`config.mk`:
```
export PLATFORM = sky130hd
export DESIGN_NAME = c1_dtack_sched
export DESIGN_NICKNAME = d
export VERILOG_FILES = /design/src/rtl/c1_dtack_sched.sv
export SDC_FILE = /design/constraint.sdc
export NUM_CORES = 1
export LEC_CHECK = 0
export BUFFER_PORTS_ARGS = -buffer_cell sky130_fd_sc_hd__buf_4
export CAP_MARGIN = 5
export CORE_ASPECT_RATIO = 0.6
export CORE_MARGIN = 2
export CORE_UTILIZATION = 45
export DETAILED_ROUTE_END_ITERATION = 16
export GPL_TIMING_DRIVEN = 0
export PLACE_DENSITY = 0.81
export SYNTH_ARGS = -nofsm -noshare
export SYNTH_HDL_FRONTEND = slang
export SYNTH_SLANG_ARGS = --single-unit
```
`constraint.sdc`:
```
create_clock -name CLK_68KCLK -period 1.7 [get_ports CLK_68KCLK]
set_input_delay 0 -clock CLK_68KCLK [delete_from_list [all_inputs] [get_ports CLK_68KCLK]]
set_output_delay 0 -clock CLK_68KCLK [all_outputs]
set_load 0.01 [all_outputs]
```
`src/rtl/c1_dtack_sched.sv`:
```
// c1_dtack_sched: 68K bus-cycle sequencer for C1.
// Latches the address zone at cycle start and inserts per-zone wait states.
// It then acknowledges with nDTACK, or waits for an external PDTACK with a
// timeout that ends in nBERR.
//
// state | meaning
// ------+---------------------------------------------
// IDLE  | no cycle in progress
// WAIT  | counting wait states for the latched zone
// EXT   | waiting for PDTACK, timeout counter running
// ACK   | nDTACK asserted until nAS goes high
// BERR  | nBERR asserted until nAS goes high
module c1_dtack_sched #(
  parameter int unsigned TIMEOUT_CYCLES = 64,
  parameter int unsigned DEF_WAIT       = 3
) (
  input  logic       CLK_68KCLK,
  input  logic       RESET,
  input  logic       nAS,
  input  logic       nROM_ZONE,
  input  logic       nPORT_ZONE,
  input  logic       nCARD_ZONE,
  input  logic       CFG_WE,
  input  logic [7:0] CFG_DATA,
  input  logic       PDTACK,
  output logic       nDTACK,
  output logic       nBERR,
  output logic       BUSY,
  output logic [1:0] ZONE,
  output logic [7:0] CFG_Q
);

  localparam logic [7:0] TIMEOUT_VAL  = 8'(TIMEOUT_CYCLES);
  localparam logic [1:0] DEF_WAIT_VAL = 2'(DEF_WAIT);

  localparam logic [1:0] ZONE_OTHER = 2'd0;
  localparam logic [1:0] ZONE_ROM   = 2'd1;
  localparam logic [1:0] ZONE_PORT  = 2'd2;
  localparam logic [1:0] ZONE_CARD  = 2'd3;

  typedef enum logic [2:0] {
    IDLE = 3'd0,
    WAIT = 3'd1,
    EXT  = 3'd2,
    ACK  = 3'd3,
    BERR = 3'd4
  } stateT;

  stateT       state, stateNext;
  logic [7:0]  cfgReg;
  logic [7:0]  cfgMasked;
  logic [1:0]  zoneReg, zoneNext;
  logic [1:0]  waitCnt, waitCntNext;
  logic        extReg, extNext;
  logic [7:0]  toCnt, toCntNext, toCntInc;
  logic [1:0]  startZone;
  logic [1:0]  startWait;
  logic        startExt;
  // Cleared by reset; a cycle may only start once nAS has been seen high, so a
  // cycle cut off by reset is not restarted while the CPU still holds nAS low.
  logic        asArmed;

  assign cfgMasked = CFG_DATA & 8'h3F;
  assign toCntInc  = toCnt + 8'd1;

  // Configuration register; reserved bits always read back as zero.
  always_ff @(posedge CLK_68KCLK) begin
    if (RESET) begin
      cfgReg <= 8'h00;
    end else if (CFG_WE) begin
      cfgReg <= cfgMasked;
    end
  end

  // Zone decode and per-zone wait/ext selection, used only at cycle start.
  always_comb begin
    startZone = ZONE_OTHER;
    if (!nROM_ZONE) begin
      startZone = ZONE_ROM;
    end else if (!nPORT_ZONE) begin
      startZone = ZONE_PORT;
    end else if (!nCARD_ZONE) begin
      startZone = ZONE_CARD;
    end
    case (startZone)
      ZONE_ROM:  startWait = {1'b0, cfgReg[0]};
      ZONE_PORT: startWait = cfgReg[2:1];
      ZONE_CARD: startWait = cfgReg[4:3];
      default:   startWait = DEF_WAIT_VAL;
    endcase
    startExt = (startZone == ZONE_PORT) && cfgReg[5];
  end

  // Next-state and counter logic; nAS high aborts from any state.
  always_comb begin
    stateNext   = state;
    zoneNext    = zoneReg;
    waitCntNext = waitCnt;
    extNext     = extReg;
    toCntNext   = toCnt;
    if (nAS) begin
      stateNext   = IDLE;
      waitCntNext = 2'd0;
      toCntNext   = 8'd0;
    end else begin
      case (state)
        IDLE: begin
          if (asArmed) begin
            zoneNext  = startZone;
            extNext   = startExt;
            toCntNext = 8'd0;
            if (startWait != 2'd0) begin
              stateNext   = WAIT;
              waitCntNext = startWait;
            end else if (startExt) begin
              stateNext = EXT;
            end else begin
              stateNext = ACK;
            end
          end
        end
        WAIT: begin
          waitCntNext = waitCnt - 2'd1;
          if (waitCnt == 2'd1) begin
            stateNext = extReg ? EXT : ACK;
          end
        end
        EXT: begin
          // PDTACK wins over a timeout landing on the same edge.
          if (PDTACK) begin
            stateNext = ACK;
          end else begin
            toCntNext = toCntInc;
            if (toCntInc == TIMEOUT_VAL) begin
              stateNext = BERR;
            end
          end
        end
        ACK:     stateNext = ACK;
        BERR:    stateNext = BERR;
        default: stateNext = IDLE;
      endcase
    end
  end

  // State, counters and registered bus strobes.
  always_ff @(posedge CLK_68KCLK) begin
    if (RESET) begin
      state   <= IDLE;
      zoneReg <= ZONE_OTHER;
      waitCnt <= 2'd0;
      extReg  <= 1'b0;
      toCnt   <= 8'd0;
      nDTACK  <= 1'b1;
      nBERR   <= 1'b1;
      asArmed <= 1'b0;
    end else begin
      state   <= stateNext;
      zoneReg <= zoneNext;
      waitCnt <= waitCntNext;
      extReg  <= extNext;
      toCnt   <= toCntNext;
      nDTACK  <= (stateNext != ACK);
      nBERR   <= (stateNext != BERR);
      if (nAS) begin
        asArmed <= 1'b1;
      end
    end
  end

  assign BUSY  = (state != IDLE);
  assign ZONE  = zoneReg;
  assign CFG_Q = cfgReg;

endmodule

```
==> flow_summary.toml <==
[outcome]
status = "complete, no violations"

[floorplanning]
die_h_um = 45.1
boundaryPins = 29
initial_core_util_pct = 48.8
core_mm2 = 0.00259
die_w_um = 72.5
die_area_mm2 = 0.00327
rows = 14

[route]
first_iter_violations = 103
vias = 1297
route.met2.wl_mm = 1.57
first_pass_iters = 4
wl_met3_um = 209
antenna_left = 0
highest_layer = "met4"
wl_per_cell_um = 14.6
via_per_inst = 5.64
drc = 0
wl_met1_mm = 1.54
totalWireLength_mm = 3.35

[yosys]
synth_flop_cell = "dfxtp_1"
synth_edf_count = 0
async_flop_share_pct = 0
synthCells = 157
yosysSeqAreaShare_pct = 39.5
avgSynthCellArea_um2 = 8.07
ys_seq_elements = 25
synthDistinctLibCells = 40
yosysWarnings = 0
syn_area_mm2 = 0.00127

[finish]
final_common_cell = "buf_4"
fin_nets = 217
most-common-layout-cells = "buf_4 (30), nor2_1 (24), dfxtp_1 (21)"
layout.cells.non_filler = 230
drive_above_1_share_pct = 26.8
syn_to_final_growth_pct = 35.5
diodes = 0

[setup_path]
critPathRequiredTime_ns = 1.92
crit_path_max_fanout = 4
crit_type = "reg -> reg"
max_stage_delay_ns = 0.38
crit_arrival_ns = 1.85
critPathLaunchType = "flip-flop"
worstPathCellList = "ha_4 > nand3_4 > or3_4 > a31o_2 > a211oi_2 > nand2b_1"
cp-end-kind = "flip-flop"
reg2reg_depth = 6
cp_slowest_cell = "dfxtp_4"

[placement]
numPortBuffers = 23
dp_hpwl_mm = 2.21
gp_congestion = 0.899
dp_cells = 213

[cts]
clockBufferDepth = 2
cts_root_buf = "clkbuf_8"
cts_buffers = 3
insertion_delay_ns = 0.27
clk_transition_reported_paths_ns = 0.08
cts.sinks = 25
htreeDepth = 1
cts_tree = "done"

[job]
cap_violations = 0

[hold_path]
whs_path_depth = 4
hold_path.class = "in -> reg"

[sta]
finalHoldViolCount = 0
finalCritPeriodShare_pct = 96.0
tightest_slew_ns = 0.636
setup_viol = 0
report.final.slew_viol_count = 0
finalClockSkew_ns = 0.00252
slew_headroom_pct = 57.4
holdWs_ns = 0.0145
layout_min_cycle_time_ns = 1.63
fmax_mhz = 613

[power_and_ir_drop]
ir_drop_uv = 520
powerDensity_mw_per_mm2 = 693
p_leak_uw = 0.000662

[global_route]
grt_pass1_wl_mm = 5.06
grt_max_degree = 14
antenna_found_initial = 0
grt.overflow.total = 0
grt_usage_pct = 20.4
grt_pass1_vias = 1136
-- worst paths after layout --
path / start / to / slack (ns)
hold / removal: PDTACK / toCnt[2]$_SDFFE_PP0P_ / 0.01
setup / recovery: toCnt[0]$_SDFFE_PP0P_ / nDTACK$_SDFF_PP1_ / 0.07
setup reg to reg: toCnt[0]$_SDFFE_PP0P_ / nDTACK$_SDFF_PP1_ / 0.07
hold reg to reg: waitCnt[1]$_SDFFE_PP0P_ / waitCnt[1]$_SDFFE_PP0P_ / 0.49
-- power by group --
| part | internal [uW] | switching, uW | leakage, uW |
|---|---|---|---|
| Combinational | 107 | 112 | 0.000433 |
| Sequential | 602 | 17.2 | 0.000206 |
| Clock | 168 | 182 | 0.0000228 |
-- area by class of cell --
type | instances | area [um2]
inverters | 1 | 3.75
fillers | 201 | 877
repair buffers | 36 | 290
plain buffers | 8 | 41.3
well taps | 32 | 40.0
flip-flops and latches | 25 | 510
multi-input cells | 124 | 785
clock buffers | 4 | 45.0
-- Yosys cell counts, drive strengths merged (2+ instances only) --
cell	number	area [um2]
dfxtp	25	500
nor2	25	101
a21oi	13	65.1
nand2	13	48.8
o21ai	12	60.1
nand3	7	40.0
buf	6	33.8
mux2i	6	60.1
nor3	5	25.0
or3	4	25.0
a21o	3	22.5
and2	3	18.8
nand2b	3	18.8
nand3b	3	22.5
a22o	2	17.5
a31oi	2	12.5
clkbuf	2	7.51
ha	2	25.0
nand4	2	12.5
o211ai	2	15.0
o21a	2	15.0
-- worst max-delay path: cells and delay by family, from the launching register on --
family	cells	cell delay [ns]
AOI/OAI and AO/OA	2	0.45
adders and majority gates	1	0.14
DFF	1	0.38
and+or+nand+nor	3	0.60
-- layer usage --
layer  vias to the layer above  track usage [%]
met5                         -                0
met4                         0             6.30
met3                         7             6.03
met2                        45             32.7
met1                       600             27.0
li1                        645                -
-- timing repair --
item                                    4_1_cts  5_1_grt
endpoints found under the setup margin        5        4
resized for setup                             7        9
hold endpoints to repair                      8        0
hold buffers                                  8        0
buffers inserted                              0        5
pin swaps                                     0        2
-- cells by family after synthesis --
| logic type | count (synthesis) | synth area share, % |
|---|---|---|
| adders and majority gates | 2 | 1.98 |
| and+or+nand+nor | 71 | 28.5 |
| DFF | 25 | 39.5 |
| AOI/OAI and AO/OA | 43 | 21.4 |
| muxes | 6 | 4.74 |
| other | 1 | 0.296 |
| buffers and inverters | 9 | 3.56 |
-- sequential cells by signal, summed over array words and instances, names as in the netlist --
name and count:
state 3, waitCnt 2, toCnt 8, asArmed 1
ZONE 2, nDTACK 1, CFG_Q 6, nBERR 1
extReg 1
-- stage by stage --
| step | setup TNS [ns] | cell area, um2 | setup slack [ns] | power, uW | util, % |
|---|---|---|---|---|---|
| 2_1_floorplan | 0 | 1270 | 0.0321 | 750 | - |
| 6_report | 0 | 1720 | 0.0674 | 1190 | 66.2 |
| 5_1_grt | -0.0145 | 1720 | -0.0145 | 1240 | 66.2 |
| 3_3_place_gp | -0.498 | 1480 | -0.149 | 821 | 57.2 |
| 4_1_cts | 0 | 1640 | 0.0324 | 1190 | 63.1 |
| 3_5_place_dp | -0.588 | 1480 | -0.180 | 827 | 57.2 |
Power figures use the tool's default switching activity.
